## src/rtl/series_adder_stream.sv

```systemverilog
// Streaming multi-word adder/subtractor: a header gives the word count N, then
// operand pairs A,B are summed DIGIT_W bits per cycle with the carry chained across words.
module series_adder_stream #(
  parameter int unsigned DATA_W  = 32,
  parameter int unsigned DIGIT_W = 8,
  parameter int unsigned LEN_W   = 16
) (
  input  logic              clk,
  input  logic              rst_p,
  input  logic              op_sub,
  input  logic              data_vld,
  input  logic [DATA_W-1:0] data_i,
  output logic              data_rdy,
  output logic              module_idle,
  output logic [DATA_W-1:0] result_o,
  output logic              result_vld,
  input  logic              result_rdy,
  output logic              result_first,
  output logic              result_last,
  output logic              carry_o
);

  localparam int unsigned D     = DATA_W / DIGIT_W;
  localparam int unsigned CNT_W = (D > 1) ? $clog2(D) : 1;

  typedef enum logic [2:0] {IDLE, GET_A, GET_B, CALC, OUT} state_t;

  state_t              state, state_nxt;
  logic [LEN_W-1:0]    n_q, idx_q;
  logic                sub_q, carry_q;
  logic [DATA_W-1:0]   a_q, b_q, res_q, res_nxt;
  logic [CNT_W-1:0]    cnt_q;
  logic [DIGIT_W:0]    digit_sum;
  logic                xfer, hs, last_digit, last_word;

  assign data_rdy    = !rst_p && (state == IDLE || state == GET_A || state == GET_B);
  assign xfer        = data_vld && data_rdy;
  assign hs          = result_vld && result_rdy;
  assign module_idle = (state == IDLE);
  assign last_digit  = (cnt_q == CNT_W'(D - 1));
  assign last_word   = (idx_q == LEN_W'(n_q - 1'b1));

  // One digit of the ripple: B is inverted and the carry preloaded with 1 for subtraction.
  assign digit_sum = {1'b0, a_q[DIGIT_W-1:0]}
                   + {1'b0, b_q[DIGIT_W-1:0] ^ {DIGIT_W{sub_q}}}
                   + (DIGIT_W + 1)'(carry_q);
  assign res_nxt   = DATA_W'({digit_sum[DIGIT_W-1:0], res_q} >> DIGIT_W);

  always_ff @(posedge clk) begin
    if (rst_p) state <= IDLE;
    else       state <= state_nxt;
  end

  always_comb begin
    state_nxt = state;
    case (state)
      IDLE:    if (xfer && data_i[LEN_W-1:0] != '0) state_nxt = GET_A;
      GET_A:   if (xfer) state_nxt = GET_B;
      GET_B:   if (xfer) state_nxt = CALC;
      CALC:    if (last_digit) state_nxt = OUT;
      OUT:     if (hs) state_nxt = result_last ? IDLE : GET_A;
      default: state_nxt = IDLE;
    endcase
  end

  always_ff @(posedge clk) begin
    if (rst_p) begin
      n_q          <= '0;
      idx_q        <= '0;
      sub_q        <= 1'b0;
      carry_q      <= 1'b0;
      a_q          <= '0;
      b_q          <= '0;
      res_q        <= '0;
      cnt_q        <= '0;
      result_o     <= '0;
      result_vld   <= 1'b0;
      result_first <= 1'b0;
      result_last  <= 1'b0;
      carry_o      <= 1'b0;
    end else begin
      case (state)
        IDLE: if (xfer) begin
          n_q     <= data_i[LEN_W-1:0];
          sub_q   <= op_sub;
          carry_q <= op_sub;
          idx_q   <= '0;
        end
        GET_A: if (xfer) a_q <= data_i;
        GET_B: if (xfer) begin
          b_q   <= data_i;
          cnt_q <= '0;
        end
        CALC: begin
          carry_q <= digit_sum[DIGIT_W];
          a_q     <= a_q >> DIGIT_W;
          b_q     <= b_q >> DIGIT_W;
          res_q   <= res_nxt;
          cnt_q   <= cnt_q + 1'b1;
          // Final digit: publish the word and its framing flags together.
          if (last_digit) begin
            result_o     <= res_nxt;
            result_vld   <= 1'b1;
            result_first <= (idx_q == '0);
            result_last  <= last_word;
            carry_o      <= last_word & digit_sum[DIGIT_W];
          end
        end
        OUT: if (hs) begin
          result_vld   <= 1'b0;
          result_first <= 1'b0;
          result_last  <= 1'b0;
          carry_o      <= 1'b0;
          if (!result_last) idx_q <= idx_q + 1'b1;
        end
        default: ;
      endcase
    end
  end

endmodule
```

## config.mk

```make
export PLATFORM = sky130hd
export DESIGN_NAME = series_adder_stream
export DESIGN_NICKNAME = d
export VERILOG_FILES = /design/src/rtl/series_adder_stream.sv
export SDC_FILE = /design/constraint.sdc
export NUM_CORES = 1
export LEC_CHECK = 0
export CAP_MARGIN = 20
export CORE_ASPECT_RATIO = 0.75
export CORE_UTILIZATION = 45
export DETAILED_ROUTE_END_ITERATION = 6
export GPL_ROUTABILITY_DRIVEN = 0
export GPL_TIMING_DRIVEN = 0
export PLACE_DENSITY = 0.62
export SYNTH_ARGS = -nofsm -noshare
export SYNTH_HDL_FRONTEND = slang
export SYNTH_SLANG_ARGS = --single-unit
```

## constraint.sdc

```tcl
create_clock -name clk -period 6.2 [get_ports clk]
set_input_delay 1.24 -clock clk [delete_from_list [all_inputs] [get_ports clk]]
set_output_delay 1.24 -clock clk [all_outputs]
set_load 0.005 [all_outputs]
```

==> results.toml <==
[worst_setup_path]
cp_num_cells = 5
crit_type = "in -> out"
cp_top_family = "buffers and inverters"
worstPathRequired_ns = 4.96
critPathBufInv = 4
cp-endpoint = "data_rdy"
cp-startpoint = "rst_p"
cp_cell_sequence = "clkdlybuf4s50_1, clkbuf_8, clkbuf_1, a211oi_1, clkdlybuf4s50_1"
cp-start-kind = "input pin"
path_common_cell = "clkdlybuf4s50_1"
cp_max_fo = 10
worstRegToRegCells = 9
slowest_delay_ns = 0.65
reg2reg_to = "res_q[31]"
cp.arrival_ns = 3.23
end_kind = "output pin"
r2r_slack_ns = 3.27
r2r_start = "sub_q"
slowest_stage = "clkdlybuf4s50_1"

[floorplan]
rows = 40
fp.dieArea_mm2 = 0.0170
core_area_mm2 = 0.0161
pin_count = 75
die_h_um = 113
start_util = 0.461
die_w_um = 150

[power]
leakage_nw = 3.14
p_per_area_mw_per_mm2 = 262
power.total_mw = 2.35
peakVddDrop_v = 0.000202

[synth]
ys_seq_area_frac = 0.440
yosys_warnings = 0
ys_types = 59
async_reset_ff_frac = 0
ys_top_cells_by_count = "nand2_1 (288), dfxtp_1 (163), a21oi_1 (103), nor2_1 (73), clkbuf_1 (64)"
syn_area_mm2 = 0.00741
synth_edf_count = 0
synth.area.top_cells = "dfxtp_1 (44%), nand2_1 (15%), a21oi_1 (7.0%)"
yosys.cell_count.top_type = "nand2_1"
synth-seq-cells = 163
yosys_most_used_dff = "dfxtp_1"
synthCells = 951
avgSynthCellArea_um2 = 7.79
post-synth-top-area-fraction = 0.440
syn_nets = 1001
yosys.area.top_type = "dfxtp_1"

[routing]
drtPass1Iterations = 5
avgRoutedWirePerCell_um = 17.1
antenna_left = 0
vias = 7038
via_per_inst = 5.55
route.detailed.drc = 0
drt-initial-drc-count = 524
drt_wl_total_um = 21700

[run_status]
status = "finished, final reports clean"

[finish]
layout-drive-gt1-share = 0.0463
fin_area_mm2 = 0.00900
nets = 1095
syn2layout_area_growth_pct = 21.4
antenna_cells = 0
utilization = 0.560
fin_cells = 1268
fillers = 1599

[clock_tree]
cts.repair.resized = 0
clk_pin_slew_ns = 0.07
postCtsSetupBuffers = 0
clockBufferDepth = 2
cts_sinks = 163
clock-root-buffer = "clkbuf_16"
hold_buffers = 0
tritoncts = "built"
worstSkewPairLatency_ns = 0.43
cts_buffers = 17
h-tree-depth = 4

[placed_design]
port_buffers = 74
hpwlAfterDp_um = 16100
placed_cells = 1236
dpl_cell_area_mm2 = 0.00842

[sta]
fin_crit_ns = 4.47
finalSetupViolCount = 0
slew_violations = 0
rsz0062_at_grt = "false"
worstMarginPinSlew_ns = 0.836
fin_skew_ns = 0.00975
fin_setup_tns_ns = 0
hold_viol_final = 0
relSlewSlack = 0.438
timing.fmax_ghz = 0.224
finalCritPeriodShare = 0.720

[grt]
grt_use_total = 0.263
antenna_found_initial = 0
grt_pass1_wl_um = 34000
grt_pass1_vias = 6140
grt_max_degree = 17
grt_overflow = 0

[worst_hold_path]
hp-class = "reg -> reg"

[job]
drv_cap = 0
-- metal layers --
layer | vias to the layer above | wire length, um | global-route usage
met5 | - | 0 | 0
met4 | 0 | 254 | 0.0687
met3 | 18 | 1490 | 0.0532
met2 | 226 | 8540 | 0.352
met1 | 3329 | 11400 | 0.415
li1 | 3465 | - | -
-- cells in the final DEF (no fill, tap or decap), drive strengths merged, types with 15 or more instances in the layout --
master and count:
nand2 288, dfxtp 163, a21oi 103, clkbuf 84, clkdlybuf4s50 74, nor2 73, a311oi 50, xor2 24
inv 16, xnor2 15
-- metrics by stage --
stage | setup slack (ns) | hold WS [ns]
4_1_cts | 1.75 | 0.455
3_5_place_dp | 1.75 | 0.445
5_1_grt | 1.68 | 0.465
6_report | 1.73 | 0.452
3_3_place_gp | 1.76 | 0.444
2_1_floorplan | 3.15 | 0.432
-- report_power, final --
part | internal, mW | switching (mW) | leakage (nW)
registers | 1.07 | 0.0183 | 1.32
logic | 0.0840 | 0.125 | 1.54
clock network | 0.596 | 0.464 | 0.277
-- state kept, by name, indices dropped and copies added, names as in the netlist --
| signal | count |
|---|---|
| a_q | 32 |
| b_q | 32 |
| result_o | 32 |
| res_q | 24 |
| idx_q | 16 |
| n_q | 16 |
| state | 3 |
| cnt_q | 2 |
| carry_o | 1 |
| carry_q | 1 |
| result_first | 1 |
| result_last | 1 |
| result_vld | 1 |
| sub_q | 1 |
-- tightest hold or removal path, stage by stage (launching register included) --
cell     delay, ns
dfxtp_1       0.31
nand2_1       0.05
a21oi_1       0.05
-- final cells by class --
| cell class | count | area (um^2) | area share |
|---|---|---|---|
| Tap cell | 210 | 263 | 0.0292 |
| Inverter | 13 | 48.8 | 0.00542 |
| Clock buffer | 17 | 425 | 0.0473 |
| Timing Repair Buffer | 75 | 744 | 0.0827 |
| Clock inverter | 15 | 156 | 0.0174 |
| Sequential cell | 163 | 3260 | 0.363 |
| Multi-Input combinational cell | 705 | 3800 | 0.423 |
| Buffer | 70 | 293 | 0.0325 |
-- cell families (layout without fill, tap and decap cells) --
| group | Yosys count | count (layout) | share of synthesized area |
|---|---|---|---|
| AOI/OAI and AO/OA | 198 | 198 | 0.174 |
| buffers and inverters | 83 | 190 | 0.0461 |
| DFF | 163 | 163 | 0.440 |
| adders and majority gates | 13 | 13 | 0.0240 |
| xor gates and xnor gates | 39 | 39 | 0.0461 |
| and+or+nand+nor | 454 | 454 | 0.268 |
| muxes | 1 | 1 | 0.00135 |
-- how the worst min path moves through the flow --
stage | start | to | slack, ns | cells past startpoint
finish | result_o[6] | result_o[6] | 0.45 | 2
global route | result_o[15] | result_o[15] | 0.47 | 2
CTS | result_o[3] | result_o[3] | 0.45 | 2
detailed placement | result_o[3] | result_o[3] | 0.45 | 2
global placement | result_o[1] | result_o[1] | 0.44 | 2
floorplan | res_q[8] | result_o[0] | 0.43 | 2
Power figures use the tool's default switching activity.
